==> config.mk <==
export PLATFORM = sky130hd
export DESIGN_NAME = pong_game_ctrl_flat
export DESIGN_NICKNAME = d
export VERILOG_FILES = /design/src/rtl/pong_pkg.sv /design/src/rtl/pong_game_ctrl_if.sv /design/src/rtl/bcd_score_counter.sv /design/src/rtl/pong_game_ctrl.sv /design/src/flat_wrapper.sv
export SDC_FILE = /design/constraint.sdc
export NUM_CORES = 1
export LEC_CHECK = 0
export BUFFER_PORTS_ARGS = -buffer_cell sky130_fd_sc_hd__clkbuf_2
export CAP_MARGIN = 20
export CORE_MARGIN = 1
export CORE_UTILIZATION = 56
export CTS_CLUSTER_SIZE = 14
export DETAILED_ROUTE_END_ITERATION = 10
export PLACE_DENSITY = 0.78
export SETUP_SLACK_MARGIN = 0.3
export SLEW_MARGIN = 20
export SYNTH_ARGS = -nofsm -noshare
export SYNTH_HDL_FRONTEND = slang
export SYNTH_SLANG_ARGS = --single-unit
==> constraint.sdc <==
create_clock -name clk -period 6.5 [get_ports clk]
set_input_delay 0.325 -clock clk [delete_from_list [all_inputs] [get_ports clk]]
set_output_delay 0.325 -clock clk [all_outputs]
set_load 0.01 [all_outputs]
==> src/rtl/pong_pkg.sv <==
// Shared definitions for the pong game controller: state encoding, BCD score
// widths and a BCD-to-binary helper used by the win and winner comparators.
package pong_pkg;

    localparam logic [2:0] IDLE    = 3'd0;
    localparam logic [2:0] PLAY    = 3'd1;
    localparam logic [2:0] NEWBALL = 3'd2;
    localparam logic [2:0] PAUSE   = 3'd3;
    localparam logic [2:0] OVER    = 3'd4;

    typedef enum logic [2:0] {
        ST_IDLE    = IDLE,
        ST_PLAY    = PLAY,
        ST_NEWBALL = NEWBALL,
        ST_PAUSE   = PAUSE,
        ST_OVER    = OVER
    } state_e;

    localparam int unsigned BCD_W   = 4;
    localparam int unsigned SCORE_W = 2 * BCD_W;
    localparam int unsigned TIMER_W = 8;

    localparam logic [SCORE_W-1:0] SCORE_MAX = 8'h99;

    // Two-digit BCD to binary (0..99).
    function automatic logic [6:0] bcd_to_bin(input logic [SCORE_W-1:0] v);
        return 7'(v[SCORE_W-1:BCD_W]) * 7'd10 + 7'(v[BCD_W-1:0]);
    endfunction

endpackage

==> src/rtl/pong_game_ctrl_if.sv <==
// Controller-facing bundle of the pong game controller.
// slave : controller side (takes pulses/buttons, drives state and scores).
// master: environment side (graphics unit, buttons, text/rgb mux).
interface pong_game_ctrl_if
    import pong_pkg::*;
#(
    parameter int unsigned NUM_PLAYERS = 2
);
    logic                             frame_tick;
    logic                             start;
    logic                             pause_req;
    logic [NUM_PLAYERS-1:0]           hit;
    logic [NUM_PLAYERS-1:0]           miss;
    logic [2:0]                       state;
    logic                             gra_still;
    logic [3:0]                       balls_left;
    logic [SCORE_W*NUM_PLAYERS-1:0]   scores;
    logic [1:0]                       serve_id;
    logic                             winner_valid;
    logic [1:0]                       winner_id;

    modport master (
        output frame_tick, start, pause_req, hit, miss,
        input  state, gra_still, balls_left, scores, serve_id, winner_valid, winner_id
    );

    modport slave (
        input  frame_tick, start, pause_req, hit, miss,
        output state, gra_still, balls_left, scores, serve_id, winner_valid, winner_id
    );
endinterface

==> src/rtl/bcd_score_counter.sv <==
// Two-digit BCD score counter, saturating at 99.
// Ports: clk, reset (async, active-high), inc (add one), clr (clear, wins over
// inc), q (registered score), q_next_c (combinational value q takes next edge).
module bcd_score_counter
    import pong_pkg::*;
(
    input  logic               clk,
    input  logic               reset,
    input  logic               inc,
    input  logic               clr,
    output logic [SCORE_W-1:0] q,
    output logic [SCORE_W-1:0] q_next_c
);

    // Next score; ones digit wraps 9->0 with carry into tens.
    always_comb begin
        q_next_c = q;
        if (clr) begin
            q_next_c = '0;
        end else if (inc && (q != SCORE_MAX)) begin
            if (q[BCD_W-1:0] == 4'd9) begin
                q_next_c = {q[SCORE_W-1:BCD_W] + 4'd1, 4'd0};
            end else begin
                q_next_c = {q[SCORE_W-1:BCD_W], q[BCD_W-1:0] + 4'd1};
            end
        end
    end

    always_ff @(posedge clk or posedge reset) begin
        if (reset) begin
            q <= '0;
        end else begin
            q <= q_next_c;
        end
    end

endmodule

==> src/rtl/pong_game_ctrl.sv <==
// Pong game-control FSMD: IDLE/PLAY/NEWBALL/PAUSE/OVER, wait timer, per-player
// BCD scores, serve tracking and winner reporting.
// Ports: clk, reset (async, active-high), bus (pong_game_ctrl_if.slave):
//   in : frame_tick, start, pause_req, hit[N], miss[N]
//   out: state, gra_still, balls_left, scores, serve_id, winner_valid, winner_id
module pong_game_ctrl
    import pong_pkg::*;
#(
    parameter int unsigned NUM_PLAYERS = 2,
    parameter int unsigned BALLS       = 3,
    parameter int unsigned WIN_SCORE   = 0,
    parameter int unsigned WAIT_FRAMES = 120,
    parameter int unsigned PAUSE_EN    = 1
) (
    input  logic              clk,
    input  logic              reset,
    pong_game_ctrl_if.slave   bus
);

    state_e               state_q;
    logic                 gra_q;
    logic [3:0]           balls_q;
    logic [1:0]           serve_q;
    logic                 wv_q;
    logic [1:0]           wid_q;
    logic [TIMER_W-1:0]   timer_q;

    logic [NUM_PLAYERS-1:0] inc_c;
    logic                   clr_c;
    logic [SCORE_W-1:0]     score_q     [NUM_PLAYERS];
    logic [SCORE_W-1:0]     score_nxt_c [NUM_PLAYERS];

    logic                   win_c;
    logic [1:0]             win_id_c;
    logic                   miss_any_c;
    logic [1:0]             miss_id_c;
    logic [6:0]             max_c;
    logic [1:0]             max_id_c;
    logic [2:0]             max_cnt_c;

    // Hits only count in PLAY; scores clear in IDLE and on the OVER->IDLE edge.
    assign inc_c = (state_q == ST_PLAY) ? bus.hit : '0;
    assign clr_c = (state_q == ST_IDLE) || ((state_q == ST_OVER) && (timer_q == '0));

    for (genvar g = 0; g < NUM_PLAYERS; g++) begin : g_score
        bcd_score_counter u_score (
            .clk      (clk),
            .reset    (reset),
            .inc      (inc_c[g]),
            .clr      (clr_c),
            .q        (score_q[g]),
            .q_next_c (score_nxt_c[g])
        );
        assign bus.scores[SCORE_W*g +: SCORE_W] = score_q[g];
    end

    // Win, miss and winner comparators on post-increment scores; lowest index wins ties.
    always_comb begin
        win_c      = 1'b0;
        win_id_c   = 2'd0;
        miss_any_c = |bus.miss;
        miss_id_c  = 2'd0;
        max_c      = 7'd0;
        max_id_c   = 2'd0;
        max_cnt_c  = 3'd0;
        for (int i = NUM_PLAYERS - 1; i >= 0; i--) begin
            if ((WIN_SCORE != 0) && (bcd_to_bin(score_nxt_c[i]) == 7'(WIN_SCORE))) begin
                win_c    = 1'b1;
                win_id_c = 2'(i);
            end
            if (bus.miss[i]) begin
                miss_id_c = 2'(i);
            end
        end
        for (int i = 0; i < NUM_PLAYERS; i++) begin
            if (bcd_to_bin(score_nxt_c[i]) > max_c) begin
                max_c     = bcd_to_bin(score_nxt_c[i]);
                max_id_c  = 2'(i);
                max_cnt_c = 3'd1;
            end else if (bcd_to_bin(score_nxt_c[i]) == max_c) begin
                max_cnt_c = max_cnt_c + 3'd1;
            end
        end
    end

    // Game FSM with timer and registered outputs.
    always_ff @(posedge clk or posedge reset) begin
        if (reset) begin
            state_q <= ST_IDLE;
            gra_q   <= 1'b1;
            balls_q <= 4'(BALLS);
            serve_q <= 2'd0;
            wv_q    <= 1'b0;
            wid_q   <= 2'd0;
            timer_q <= '0;
        end else begin
            case (state_q)
                ST_IDLE: begin
                    if (bus.start) begin
                        state_q <= ST_PLAY;
                        gra_q   <= 1'b0;
                        balls_q <= 4'(BALLS - 1);
                        serve_q <= 2'd0;
                    end
                end
                ST_PLAY: begin
                    if (win_c) begin
                        state_q <= ST_OVER;
                        gra_q   <= 1'b1;
                        wv_q    <= 1'b1;
                        wid_q   <= win_id_c;
                        timer_q <= TIMER_W'(WAIT_FRAMES);
                    end else if (miss_any_c) begin
                        gra_q   <= 1'b1;
                        serve_q <= miss_id_c;
                        timer_q <= TIMER_W'(WAIT_FRAMES);
                        if (balls_q == 4'd0) begin
                            state_q <= ST_OVER;
                            wv_q    <= (max_cnt_c == 3'd1);
                            wid_q   <= (max_cnt_c == 3'd1) ? max_id_c : 2'd0;
                        end else begin
                            state_q <= ST_NEWBALL;
                            balls_q <= balls_q - 4'd1;
                        end
                    end else if ((PAUSE_EN != 0) && bus.pause_req) begin
                        state_q <= ST_PAUSE;
                        gra_q   <= 1'b1;
                    end
                end
                ST_PAUSE: begin
                    if (bus.pause_req) begin
                        state_q <= ST_PLAY;
                        gra_q   <= 1'b0;
                    end
                end
                ST_NEWBALL: begin
                    if (timer_q == '0) begin
                        if (bus.start) begin
                            state_q <= ST_PLAY;
                            gra_q   <= 1'b0;
                        end
                    end else if (bus.frame_tick) begin
                        timer_q <= timer_q - TIMER_W'(1);
                    end
                end
                ST_OVER: begin
                    if (timer_q == '0) begin
                        state_q <= ST_IDLE;
                        balls_q <= 4'(BALLS);
                        wv_q    <= 1'b0;
                        wid_q   <= 2'd0;
                    end else if (bus.frame_tick) begin
                        timer_q <= timer_q - TIMER_W'(1);
                    end
                end
                default: begin
                    state_q <= ST_IDLE;
                    gra_q   <= 1'b1;
                end
            endcase
        end
    end

    assign bus.state        = state_q;
    assign bus.gra_still    = gra_q;
    assign bus.balls_left   = balls_q;
    assign bus.serve_id     = serve_q;
    assign bus.winner_valid = wv_q;
    assign bus.winner_id    = wid_q;

endmodule

==> src/flat_wrapper.sv <==
// flat-port wrapper written by rule: the top's interface ports become plain ports
module pong_game_ctrl_flat import pong_pkg::*;
#(
    parameter int unsigned NUM_PLAYERS = 2,
    parameter int unsigned BALLS       = 3,
    parameter int unsigned WIN_SCORE   = 0,
    parameter int unsigned WAIT_FRAMES = 120,
    parameter int unsigned PAUSE_EN    = 1
)
  (clk, reset, bus_frame_tick, bus_start, bus_pause_req, bus_hit, bus_miss, bus_state, bus_gra_still, bus_balls_left, bus_scores, bus_serve_id, bus_winner_valid, bus_winner_id);
  pong_game_ctrl_if #(.NUM_PLAYERS(NUM_PLAYERS)) bus_i ();
  input  logic clk;
  input  logic reset;
  input wire logic [$bits(bus_i.frame_tick)-1:0] bus_frame_tick;
  input wire logic [$bits(bus_i.start)-1:0] bus_start;
  input wire logic [$bits(bus_i.pause_req)-1:0] bus_pause_req;
  input wire logic [$bits(bus_i.hit)-1:0] bus_hit;
  input wire logic [$bits(bus_i.miss)-1:0] bus_miss;
  output wire logic [$bits(bus_i.state)-1:0] bus_state;
  output wire logic [$bits(bus_i.gra_still)-1:0] bus_gra_still;
  output wire logic [$bits(bus_i.balls_left)-1:0] bus_balls_left;
  output wire logic [$bits(bus_i.scores)-1:0] bus_scores;
  output wire logic [$bits(bus_i.serve_id)-1:0] bus_serve_id;
  output wire logic [$bits(bus_i.winner_valid)-1:0] bus_winner_valid;
  output wire logic [$bits(bus_i.winner_id)-1:0] bus_winner_id;
  assign bus_i.frame_tick = bus_frame_tick;
  assign bus_i.start = bus_start;
  assign bus_i.pause_req = bus_pause_req;
  assign bus_i.hit = bus_hit;
  assign bus_i.miss = bus_miss;
  assign bus_state = bus_i.state;
  assign bus_gra_still = bus_i.gra_still;
  assign bus_balls_left = bus_i.balls_left;
  assign bus_scores = bus_i.scores;
  assign bus_serve_id = bus_i.serve_id;
  assign bus_winner_valid = bus_i.winner_valid;
  assign bus_winner_id = bus_i.winner_id;
  pong_game_ctrl #(.NUM_PLAYERS(NUM_PLAYERS), .BALLS(BALLS), .WIN_SCORE(WIN_SCORE), .WAIT_FRAMES(WAIT_FRAMES), .PAUSE_EN(PAUSE_EN)) u_core (.clk(clk), .reset(reset), .bus(bus_i));
endmodule
**Word-level counts from Yosys, hierarchy flattened**

Cells that the tools add are included.

- Output and inout port bits: 29
- Register bits: 37
- Input port bits: 9
- Logic and storage cells: 113

- $add $sub $neg: 9
- Multipliers: 2
- Bitwise operators: 1
- Reductions and logical operators: 20
- Mux-type cells: 50
- Magnitude comparators: 2
- Eq/ne operators: 20

Operators with widths:

| kind | count |
|---|---|
| 2-to-1 mux 8 bit | 9 |
| 2-to-1 mux 3 bit | 9 |
| adder 4 x 1 -> 4 bit (second input constant) | 4 |
| 2-to-1 mux 4 bit | 4 |
| inequality test 8 bit (second input constant) | 2 |
| one-hot mux 8 bit (2 select lines) | 1 |
| AND reduction 4 bit | 4 |
| one-hot mux 3 bit (5 select lines) | 1 |
| adder 7 x 4 -> 7 bit | 2 |
| 2-to-1 mux 2 bit | 7 |
| 2-to-1 mux 1 bit | 13 |
| multiplier 4 x 3 -> 6 bit (second input constant) | 2 |
| inequality test 2 bit (second input constant) | 6 |
| one-hot mux 4 bit (3 select lines) | 1 |
| == test 4 bit (second input constant) | 2 |
| zero test 8 bit | 1 |
| one-hot mux 2 bit (2 select lines) | 2 |
| subtractor 8 x 1 -> 8 bit (second input constant) | 1 |
| == test 7 bit | 1 |
| > comparator 7 x 1 -> 1 bit (second input constant) | 1 |
| > comparator 7 bit | 1 |
| zero test 7 bit | 1 |
| 2-to-1 mux 7 bit | 1 |
| == test 3 x 1 -> 1 bit (second input constant) | 2 |
| other kinds (18) | 26 |

**Logic depth before layout (Yosys ltp)**

Gate-level depths: netlist (run 1).

- Word-level depth: 18
- Depth in mapped cells: 20
- Gate-level depth less buffers: 20

**Cells and area by module**

A second synthesis (run 1) with hierarchy kept.

- Cell total of the unflattened synthesis: 290
- Area, all modules: 2667.6 µm²

Modules (own cells, without submodules):

| module | cells an instance | times used | area an instance (µm²) | sequential area each (µm²) |
|---|---|---|---|---|
| pong_game_ctrl | 192 | 1 | 1749.2 | 479.2 |
| bcd_score_counter | 49 | 2 | 459.2 | 200.2 |

**Worst setup path before layout (run 1)**

Ideal clock, no wire load.

- Path type: register to register
- Start: register u_core.state_q[2], in the netlist u_core.bus.state[2]
- End: register u_core.wid_q[0], in the netlist u_core.bus.winner_id[0]
- Library setup time: 0.139 ns
- Buffers on the path: 1
- Cell stages (with the launch flop): 17
- Setup slack: 2.002 ns
- Data arrival time: 4.358 ns
- Data required time: 6.361 ns
- Clock period less this slack: 4.498 ns
- Path through: dfrtp_1 buf_2 or4bb_1 a311oi_1 mux2_2 nor2_1 ha_1 ha_1 fa_1 nand2_1 nor2_1 xor2_1 xnor2_1 ha_1 nor2b_1 o311ai_0 o21ai_0

- Cells in the longest elaborated chain, start to end: 18
- Elaborated cells on any way between the ends: 37
- Those cells by class: 3 x add/sub; 2 x mul; 2 x order compare; 7 x eq/ne; 15 x mux; 8 x reduce/logical

RTL lines:

| element | RTL line | RTL |
|---|---|---|
| start, declared | pong_game_ctrl.sv:20 | `state_e state_q;` |
| start signal, assigned | pong_game_ctrl.sv:89 | `state_q <= ST_IDLE;` |
| start signal, assigned | pong_game_ctrl.sv:100 | `state_q <= ST_PLAY;` |
| start signal, assigned | pong_game_ctrl.sv:108 | `state_q <= ST_OVER;` |
| == test 3 x 1 -> 1 bit | pong_game_ctrl.sv:42 | `assign inc_c = (state_q == ST_PLAY) ? bus.hit : '0;` |
| 2-to-1 mux 2 bit | pong_game_ctrl.sv:42 |  |
| logical AND 1 bit | bcd_score_counter.sv:20 | `end else if (inc && (q != SCORE_MAX)) begin` |
| 2-to-1 mux 8 bit | bcd_score_counter.sv:20 |  |
| 2-to-1 mux 8 bit * | bcd_score_counter.sv:18 | `if (clr) begin` |
| named net u_core.g_score[0].u_score.q_next_c[5] | bcd_score_counter.sv:12 | `output logic [SCORE_W-1:0] q_next_c` |
| multiplier 4 x 3 -> 6 bit * | pong_pkg.sv:27 | `return 7'(v[SCORE_W-1:BCD_W]) * 7'd10 + 7'(v[BCD_W-1:0]);` |
| adder 7 x 4 -> 7 bit * | pong_pkg.sv:27 |  |
| branches (longest 7 deep; another with > comparator 7 x 1 -> 1 bit) | -- |  |
| 2-to-1 mux 1 bit * | pong_game_ctrl.sv:120 | `wid_q <= (max_cnt_c == 3'd1) ? max_id_c : 2'd0;` |
| 2-to-1 mux 2 bit * | pong_game_ctrl.sv:117 | `if (balls_q == 4'd0) begin` |
| 2-to-1 mux 2 bit * | pong_game_ctrl.sv:113 | `end else if (miss_any_c) begin` |
| one-hot mux 2 bit (2 select lines) * | pong_game_ctrl.sv:97 | `case (state_q)` |
| end signal, assigned | pong_game_ctrl.sv:111 | `wid_q <= win_id_c;` |
| end signal, assigned | pong_game_ctrl.sv:120 |  |
| end, declared | pong_game_ctrl.sv:25 | `logic [1:0] wid_q;` |

Mark *: on every way through the listed nets, which the timed path passes. The select of a mux whose other input is x is not followed.
A chain may end at the register's enable or synchronous reset.

**Final worst setup path (run 1)**

- Start: register u_core.state_q[0], in the netlist u_core.bus.state[0]
- End: register u_core.wid_q[0], in the netlist u_core.bus.winner_id[0]

The elaborated chain is that of the path after synthesis.

==> summary.txt, run 1 <==
Critical path
  – CP Data Arrival Time: between 5 and 6 ns
  – R2R Setup Slk: around 1.4 ns
  – Crit end category: flop
  – Max stage delay on crit path: about 0.73 ns
  – Crit path required time: between 6 and 7 ns
  – CP max stage cell: dfrtp_1
  – Most common cell type on the critical path: ha_1
  – Reg2reg start: u_core.bus.state[0]
  – CP max FO: 16
  – CP Class: reg -> reg
  – Reg2Reg Depth: 15
  – Crit path cell chain: or4bb_1, a311oi_1, mux2_2, nor2_1, ha_1, ha_1, fa_1, nand2_1, nor2_1, xor2_1, xnor2_1, ha_1, nor2b_1, o311ai_0, o21ai_0
  – CP startpoint kind: flop
  – Crit Reg-Reg Endpoint: u_core.bus.winner_id[0]

Placed design
  – Port bufs: 35
  – DP Wirelength: just over 4000 um
  – Final Wtd Congestion: between 0.7 and 0.8
  – Post-place setup slack: 1.46 ns

Clocking
  – Post-CTS Setup Bufs: 0
  – Root Buffer: clkbuf_8
  – CTS Buf Count: 5
  – Worst-path clk slew: around 0.070 ns
  – Post_cts resized: 0
  – CTS tree: done
  – CTS Sinks: 35
  – Hold-fix buffers, CTS: 0
  – H-tree depth: 2
  – Clock Tree Buf Depth: 2
  – Worst-skew pair later-pin latency: approximately 0.29 ns

Timing
  – Clock Skews: approximately 0.0067 ns
  – Fmax: 196 MHz
  – Setup violations, final: 0
  – Final hold viol count: 0
  – RSZ-0062 raised after global routing: no
  – Slew @ Worst Pin: about 0.73 ns
  – Post-route minimum period: around 5.1 ns
  – Slew headroom: between 50% and 60%
  – Final worst setup slack: around 1.4 ns
  – Fin. max-slew vios: 0
  – Fin crit share: between 70% and 80%
  – Final TNS setup: 0 ns

Yosys
  – Avg Inst Size Synth: slightly above 9 sq um
  – Cell Area, Synth: 2620 sq um
  – Post-synth cell types: 57
  – Register area share after synthesis: roughly a third
  – EDFF count, synth: 0
  – Async SR Flop Fraction: 100%
  – Yosys warning count: 0
  – Post-synthesis sequential element count: 35
  – Predominant post-synthesis flop cell: dfrtp_1
  – Cell count after synthesis: 280

Run status
  – Status: complete, no violations

Die
  – Core Box Area: around 4400 sq um
  – Top-Level Pins: 38
  – Die Ht: around 70 um
  – Row cnt: 24
  – Total die area: slightly below 5000 sq um
  – DIE WIDTH: approximately 70 um
  – Initial Util: around three fifths

Final layout
  – Commonest non-fill, non-tap cell in the layout: clkbuf_2
  – Fillcell total: between 300 and 400
  – N_diodes: 0
  – P&R area growth vs syn: 11.4%
  – Most frequent cells in the layout: 35 x clkbuf_2, 32 x dfrtp_1, 26 x ha_1
  – Layout cell share with drive strength beyond 1: 19.9%
  – Final Util: between 60% and 70%
  – Nets: approximately 360

Drt
  – WL per Instance: around 15 um
  – ANT nets after route: 0
  – Post-route DRC: 0
  – Iteration-0 DRC Markers: 150
  – Pre-antenna DRT Iters: 4
  – Vias: 2118
  – Vias per cell: 5.74
  – WL final: 5450 um

Power and ir drop
  – Lkg Pwr: 1.38 nW
  – Comb power frac: 45.1%
  – Sw power: ~420 uW
  – Internal cell power: around 550 uW
  – Sw frac: between 40% and 50%
  – VDD IR max: 0.000139 V
  – Power per cell area: ~330 nW/um^2
  – Seq pwr share: between 30% and 40%
  – Clock power share: approximately 17%

Worst hold path
  – Min-Delay Path Class: in -> async

Global routing
  – First-pass GRT wire length: 9180 um
  – Via count of the first global-routing pass: 2050
  – All-Layer GR Usage: a little under a quarter
  – GR Overflow Total: 0
  – Pin count of the biggest net entering global routing: 36
  – Initial antenna violation count: 0

Flow run
  – MaxCap Viol Count: 0
how the worst max path moves through the flow:
stage                        start                 endpoint  depth (start not counted)
3_5_place_dp   u_core.bus.state[0]  u_core.bus.winner_id[0]                         15
3_3_place_gp   u_core.bus.state[0]  u_core.bus.winner_id[0]                         15
4_1_cts        u_core.bus.state[0]  u_core.bus.winner_id[0]                         15
2_1_floorplan  u_core.bus.state[2]  u_core.bus.winner_id[0]                         16
6_report       u_core.bus.state[0]  u_core.bus.winner_id[0]                         15
5_1_grt        u_core.bus.state[0]  u_core.bus.winner_id[0]                         15
metrics by stage:
step,instances,cell area [sq um],total power [mW],hold WS (ns)
floorplan,281,2620,0.686,0.421
global placement,361,2830,0.789,0.433
detailed placement,361,2830,0.803,0.440
CTS,369,2920,0.970,0.129
global route,369,2920,1.05,0.165
finish,369,2920,0.965,0.122
final cells by class:
type	count	area [sq um]	area share (%)
inverters	19	71.3	2.44
repair buffers	37	190	6.52
clock inverters	1	5.00	0.172
clock buffers	7	86.3	2.96
multi-input cells	218	1620	55.5
flip-flops and latches	35	880	30.1
well taps	52	65.1	2.23
Yosys cell counts, types with 4 or more instances:
cell type	number	area share [%]
o21ai_0	18	3.4
nor2_1	22	3.2
nor3b_1	4	1.1
a21oi_1	16	3.1
nand3_1	7	1.3
a21o_1	4	1.1
fa_1	4	3.1
nor3_1	5	0.95
xor2_1	11	3.7
dfrtp_1	32	31
xnor2_1	15	5.0
nor2b_1	8	1.9
ha_1	26	12
or3_1	6	1.4
nand4_1	4	0.95
nand2_1	19	2.7
inv_1	19	2.7
logic make-up (layout without fill, tap and decap cells):
kind of cell,Yosys count,after routing,synth area share [%]
XOR/XNOR,26,26,8.69
flip-flops,35,35,33.6
multiplexers,2,2,0.860
AO/OA/AOI/OAI,53,53,12.8
buffers and inverters,28,64,4.73
AND/OR/NAND/NOR,105,105,23.7
other,1,2,0.143
adder cells (fa/ha/maj),30,30,15.5
per-layer routing:
metal  wire, um  GRT usage [%]
met1       2440           29.7
met2       2730           39.3
met3        177           4.33
met4        101           8.00
met5          0              0
power groups by stage:
| stage | clock network (mW) | logic, mW | registers [mW] |
|---|---|---|---|
| after floorplan | 0 | 0.342 | 0.344 |
| after global placement | 0 | 0.421 | 0.367 |
| after detailed placement | 0 | 0.432 | 0.371 |
| after CTS | 0.167 | 0.437 | 0.367 |
| after global routing | 0.175 | 0.494 | 0.379 |
| final | 0.162 | 0.435 | 0.368 |
worst max-delay path, delay by kind of cell (launching register included):
kind / cells / cell delay (ns)
simple gates: 5 / 1.20
compound gates: 3 / 0.98
flops: 1 / 0.73
fa+ha+maj: 4 / 1.34
xor+xnor: 2 / 0.33
mux: 1 / 0.40
registers in the layout (all words and copies together) (netlist names):
name	count
u_core.bus.gra_still	1
u_core.bus.serve_id	1
u_core.bus.balls_left	4
u_core.timer_q	8
u_core.bus.winner_id	1
u_core.bus.state	3
u_core.bus.winner_valid	1
u_core.g_score.u_score.q	16
(Power assumes the default switching activity.)
==> run 2, diff against run 1 <==
clock period = 5.35 ns   (was 6.5 ns; I/O delays follow)
==> run 2 against run 1 <==
Effect of this change:
- count of clock-buffer cells in the layout up 1
- design area rose by 1.6%
- sequential power grew 9.2%
- sequential cell count is the same
- final cell count increased by 1.9%
- hold slack worse by 0.074 ns
- clock power rose by 16%
- combinational power rose by 46%
- global-route usage up 1.3 points
- maximum frequency up 9.8%
- setup slack got worse by 0.69 ns
- largest cell class unchanged
- highest routed layer unchanged
==> summary.txt, run 2 (same netlist as run 1, synthesis figures left out) <==
Run status
  – Status: complete, no violations

Final layout
  – P&R area growth vs syn: 13.2%
  – Design area: approximately 3000 sq um
  – Layout cell share with drive strength beyond 1: a little over a fifth
  – Most frequent cells in the layout: 35 x clkbuf_2, 32 x dfrtp_1, 26 x ha_1
  – Reg area: slightly below 900 sq um
  – N_diodes: 0
  – Commonest non-fill, non-tap cell in the layout: clkbuf_2
  – Fillcell total: between 300 and 400
  – Largest reg by FF count: u_core.g_score.u_score.q
  – Multi-input logic area: 1630 sq um
  – Fin cells: roughly 380
  – Largest register FFs: 16
  – Nets: roughly 360

Critical path
  – Crit end category: flop
  – CP max FO: 8
  – Reg2reg start: u_core.timer_q[0]
  – Max stage delay on crit path: approximately 0.5 ns
  – Reg2Reg Depth: 20
  – R2R Setup Slk: ~0.70 ns
  – Crit Reg-Reg Endpoint: u_core.bus.winner_id[0]
  – CP startpoint kind: flop
  – CP max stage cell: or3b_2
  – CP delay by family, top: adder cells
  – Crit path required time: roughly 5.5 ns
  – Stages on worst setup path: 20
  – Buffers & Inverters on Critical Path: 4
  – Crit path cell chain: inv_1, ha_1, or3b_2, or2_4, a211oi_4, buf_4, buf_4, nor2_2, ha_1, ha_1, inv_1, fa_1, nor3b_1, xor2_1, xnor2_1, ha_1, nand4_1, a21oi_1, o311ai_0, o21ai_0
  – CP Data Arrival Time: 4.81 ns
  – CP Class: reg -> reg
  – Most common cell type on the critical path: ha_1

Timing
  – Post-route minimum period: between 4 and 5 ns
  – Final hold viol count: 0
  – Setup violations, final: 0
  – Fin crit share: between 80 and 90%
  – Fmax: 215 MHz
  – Slew @ Worst Pin: just over 0.6 ns
  – Slew headroom: between 50% and 60%
  – Fin. max-slew vios: 0
  – Final worst setup slack: between 0.7 and 0.8 ns
  – Final TNS setup: 0 ns
  – RSZ-0062 raised after global routing: no
  – Clock Skews: between 0.01 and 0.015 ns

Die
  – Top-Level Pins: 38
  – Initial Util: between 50% and 60%
  – Core Box Area: 4410 sq um
  – Die Ht: approximately 70 um
  – Row cnt: 24
  – Total die area: slightly below 5000 sq um
  – DIE WIDTH: roughly 70 um

Clocking
  – Hold-fix buffers, CTS: 0
  – Worst-skew pair later-pin latency: ~0.3 ns
  – CTS Sinks: 35
  – Root Buffer: clkbuf_8
  – Worst-path clk slew: 0.07 ns
  – Clock Tree Buf Depth: 2
  – CTS tree: done
  – CTS Buf Count: 5
  – H-tree depth: 2

Global routing
  – All-Layer GR Usage: 24.6%
  – GR Overflow Total: 0
  – Initial antenna violation count: 0
  – First-pass GRT wire length: between 9000 and 10000 um
  – Pin count of the biggest net entering global routing: 36
  – Via count of the first global-routing pass: 2130

Power and ir drop
  – Power per cell area: 413 nW/um^2
  – VDD IR max: about 0.00016 V
  – Lkg Pwr: roughly 1.4 nW
  – Clock power share: ~15%
  – Sw frac: between 40% and 50%
  – Sw power: around 530 uW
  – Internal cell power: approximately 690 uW
  – Comb power frac: around half
  – Seq pwr share: 32.8%

Flow run
  – MaxCap Viol Count: 0

Drt
  – WL per Instance: ~15 um
  – Pre-antenna DRT Iters: 4
  – Met2 WL: 2740 um
  – Met1 WL: about 2600 um
  – ANT nets after route: 0
  – Vias per cell: between 5 and 6
  – WL final: 5610 um
  – Highest metal used: met4
  – Vias: about 2200
  – Iteration-0 DRC Markers: approximately 170
  – Met3 WL post-DR: around 190 um
  – Post-route DRC: 0

Placed design
  – Port bufs: 35
  – DP Wirelength: 4160 um
  – Final Wtd Congestion: about 0.81
  – Post-place setup slack: about 0.49 ns
  – Inst Count DP: between 300 and 400
  – Placement-stage cell area: 2860 sq um

Worst hold path
  – Min-Delay Path Class: in -> async
## run 2: changes by cell type in the layout (fill, tap and decap cells not counted), sizes merged
cell | before | now
buf | 2 | 9
clkbuf | 42 | 43
clkinv | 1 | 0
## run 2: worst max-delay path by stage
stage,to,start
CTS,u_core.bus.winner_id[0],u_core.timer_q[0]
floorplan,u_core.bus.winner_id[0],u_core.bus.state[2]
global placement,u_core.bus.winner_id[0],u_core.timer_q[0]
detailed placement,u_core.bus.winner_id[0],u_core.timer_q[0]
finish,u_core.bus.winner_id[0],u_core.timer_q[0]
global route,u_core.bus.winner_id[0],u_core.timer_q[0]
## run 2: through the flow
stage	util [%]	hold WS (ns)	total power, mW
after floorplan	-	0.364	0.834
after global placement	64.7	0.367	0.988
after detailed placement	64.7	0.376	1.00
after CTS	66.5	0.0553	1.20
after global routing	67.2	0.104	1.32
final	67.2	0.0480	1.22
## run 2: area by class of cell
cell class	instances	share of cell area, %
multi-input combinational	218	54.9
sequential	35	29.7
timing repair buffer	44	8.19
clock buffer	8	2.70
inverter	19	2.41
tap	52	2.19
## run 2: power by group through the flow
stage	Clock, mW	Sequential, mW	Combinational [mW]
global route	0.202	0.413	0.705
finish	0.188	0.402	0.635
detailed placement	0	0.406	0.598
global placement	0	0.404	0.584
floorplan	0	0.418	0.415
CTS	0.193	0.401	0.605
## run 2: metal layers
layer	track usage, %	up-vias
li1	-	1071
met5	0	-
met3	4.76	8
met2	41.5	49
met1	31.0	1027
met4	9.11	0
## run 2: worst register-to-register path, stage by stage (launching register included)
cell	delay (ns)
dfrtp_1	0.39
inv_1	0.06
ha_1	0.16
or3b_2	0.50
or2_4	0.28
a211oi_4	0.19
buf_4	0.19
buf_4	0.16
nor2_2	0.07
ha_1	0.29
ha_1	0.19
inv_1	0.07
fa_1	0.46
nor3b_1	0.27
xor2_1	0.22
xnor2_1	0.16
ha_1	0.27
nand4_1	0.12
a21oi_1	0.06
o311ai_0	0.28
o21ai_0	0.14
## run 2: what timing repair did
action	CTS	global route
endpoints found under the setup margin	0	2
setup buffers	0	3
resized for setup	0	1
==> run 3, diff against run 2 <==
CORE_MARGIN = 3   (was 1)
==> run 3 against run 2 <==
Effect of this change:
- clock power grew 15%
- maximum frequency grew 1.6%
- combinational power is essentially flat
- first-iteration DRC count shrank 4.2%
- design area grew 0.93%
- critical path depth shrank 1
- register-to-register slack gained 0.07 ns
- sequential share of layout area shrank 0.27 points
- global-route usage shrank 2.9 points
==> summary.txt, run 3 (same netlist as run 1, synthesis figures left out) <==
Placed design
  – Final Wtd Congestion: between 0.8 and 0.9
  – DP Wirelength: roughly 4100 um
  – Placement-stage cell area: around 2900 sq um
  – Post-place setup slack: just under 0.6 ns
  – Port bufs: 35
  – Inst Count DP: roughly 370

Die
  – Initial Util: between 50% and 60%
  – Core Box Area: about 4400 sq um
  – DIE WIDTH: around 74 um
  – Row cnt: 24
  – Die Ht: about 74 um
  – Total die area: 5540 sq um
  – Top-Level Pins: 38

Timing
  – Slew @ Worst Pin: 0.579 ns
  – Final hold viol count: 0
  – Fin. max-slew vios: 0
  – Slew headroom: about three fifths
  – Fin crit share: 85.4%
  – Clock Skews: just over 0.008 ns
  – Final worst setup slack: slightly below 0.8 ns
  – Fmax: between 200 and 250 MHz
  – Final TNS setup: 0 ns
  – Setup violations, final: 0
  – RSZ-0062 raised after global routing: no
  – Post-route minimum period: about 4.6 ns
  – Fin Hold WS: roughly 0.041 ns

Flow run
  – MaxCap Viol Count: 0

Drt
  – Post-route DRC: 0
  – Vias: 2151
  – WL final: roughly 5600 um
  – Iteration-0 DRC Markers: ~160
  – Pre-antenna DRT Iters: 5
  – WL per Instance: 14.8 um
  – Vias per cell: ~5.7
  – ANT nets after route: 0

Power and ir drop
  – VDD IR max: between 0.00015 and 0.0002 V
  – Power per cell area: roughly 420 nW/um^2
  – Lkg Pwr: roughly 1.4 nW

Global routing
  – Via count of the first global-routing pass: between 2000 and 2500
  – Initial antenna violation count: 0
  – Pin count of the biggest net entering global routing: 36
  – First-pass GRT wire length: a little over 9000 um
  – GR Overflow Total: 0
  – All-Layer GR Usage: between 20 and 25%

Critical path
  – CP Data Arrival Time: 4.73 ns
  – CP delay by family, top: adder cells
  – Max stage delay on crit path: ~0.50 ns
  – Crit end category: flop
  – Crit path required time: roughly 5.5 ns
  – CP startpoint kind: flop
  – Crit path cell chain: inv_1, ha_1, or3b_2, or2_4, a211oi_4, buf_4, buf_4, nor2_2, ha_1, ha_1, inv_1, fa_1, nor3b_1, xor2_1, xnor2_1, ha_1, nor2b_1, o311ai_0, o21ai_0
  – CP max stage cell: or3b_2
  – R2R Setup Slk: approximately 0.8 ns
  – CP max FO: 9
  – CP Class: reg -> reg
  – Buffers & Inverters on Critical Path: 4
  – Most common cell type on the critical path: ha_1

Clocking
  – CTS Sinks: 35
  – Clock Tree Buf Depth: 2
  – H-tree depth: 2
  – Worst-path clk slew: roughly 0.070 ns
  – CTS Buf Count: 5
  – Root Buffer: clkbuf_8
  – Hold-fix buffers, CTS: 0
  – Worst-skew pair later-pin latency: about 0.30 ns
  – CTS tree: done

Run status
  – Status: complete, no violations

Final layout
  – Fin cells: between 300 and 400
  – Nets: 363
  – Largest reg by FF count: u_core.g_score.u_score.q
  – Commonest non-fill, non-tap cell in the layout: clkbuf_2
  – Most frequent cells in the layout: 35 x clkbuf_2, 32 x dfrtp_1, 26 x ha_1
  – Largest register FFs: 16
  – P&R area growth vs syn: 14.2%
  – Fillcell total: 344
  – N_diodes: 0
  – Design area: about 3000 sq um
  – Layout cell share with drive strength beyond 1: 22.2%

Worst hold path
  – Min-Delay Path Class: in -> async
[run 3: cell count changes in the layout (fill, tap and decap cells not counted), sizes merged]
cell,previous run,this run
buf,9,10
[run 3: worst paths after layout]
path / endpoint / startpoint / cells after the start
max: u_core.bus.winner_id[0] / u_core.timer_q[0] / 19
min: u_core.g_score[1].u_score.q[0] / reset / 3
max reg2reg: u_core.bus.winner_id[0] / u_core.timer_q[0] / 19
min reg2reg: u_core.bus.serve_id[0] / u_core.bus.serve_id[0] / 2
max in group asynchronous: u_core.bus.balls_left[1] / reset / 3
min in group clk: u_core.bus.serve_id[0] / bus_miss[0] / 2
[run 3: repair_timing]
item,CTS,global route
hold endpoints to repair,0,0
buffers inserted,0,4
gates resized for setup,0,1
endpoints found under the setup margin,0,1
[run 3: metrics by stage]
step                power [mW]  utilization, %
floorplan                0.834               -
global route              1.36            67.3
global placement         0.991            64.3
CTS                       1.22            66.5
detailed placement        1.00            64.3
finish                    1.25            67.3
[run 3: power breakdown]
group          switching [mW]  total, mW  internal, mW
Clock                  0.0990      0.217         0.118
Sequential             0.0639      0.403         0.339
Combinational           0.369      0.634         0.265
Total                   0.532       1.25         0.722
[run 3: worst reg2reg max path: stages, from the launching register on]
cell and delay [ns]:
dfrtp_1 0.40, inv_1 0.07, ha_1 0.17, or3b_2 0.50
or2_4 0.28, a211oi_4 0.18, buf_4 0.20, buf_4 0.17
nor2_2 0.06, ha_1 0.28, ha_1 0.20, inv_1 0.08
fa_1 0.45, nor3b_1 0.25, xor2_1 0.20, xnor2_1 0.14
ha_1 0.26, nor2b_1 0.13, o311ai_0 0.30, o21ai_0 0.14
[run 3: layout make-up]
class / instances / area [sq um] / share of cell area (%)
clock buffers: 8 / 100 / 3.34
inverters: 19 / 71.3 / 2.38
multi-input cells: 218 / 1630 / 54.3
flip-flops and latches: 35 / 880 / 29.4
well taps: 52 / 65.1 / 2.17
repair buffers: 45 / 250 / 8.36
[run 3: per-layer routing]
layer / part of all wire [%] / routed length [um] / track usage, %
met4: 1.6 / 89 / 9.68
met3: 3.8 / 215 / 3.92
met1: 44 / 2480 / 27.8
met2: 50 / 2800 / 35.6
met5: 0 / 0 / 0
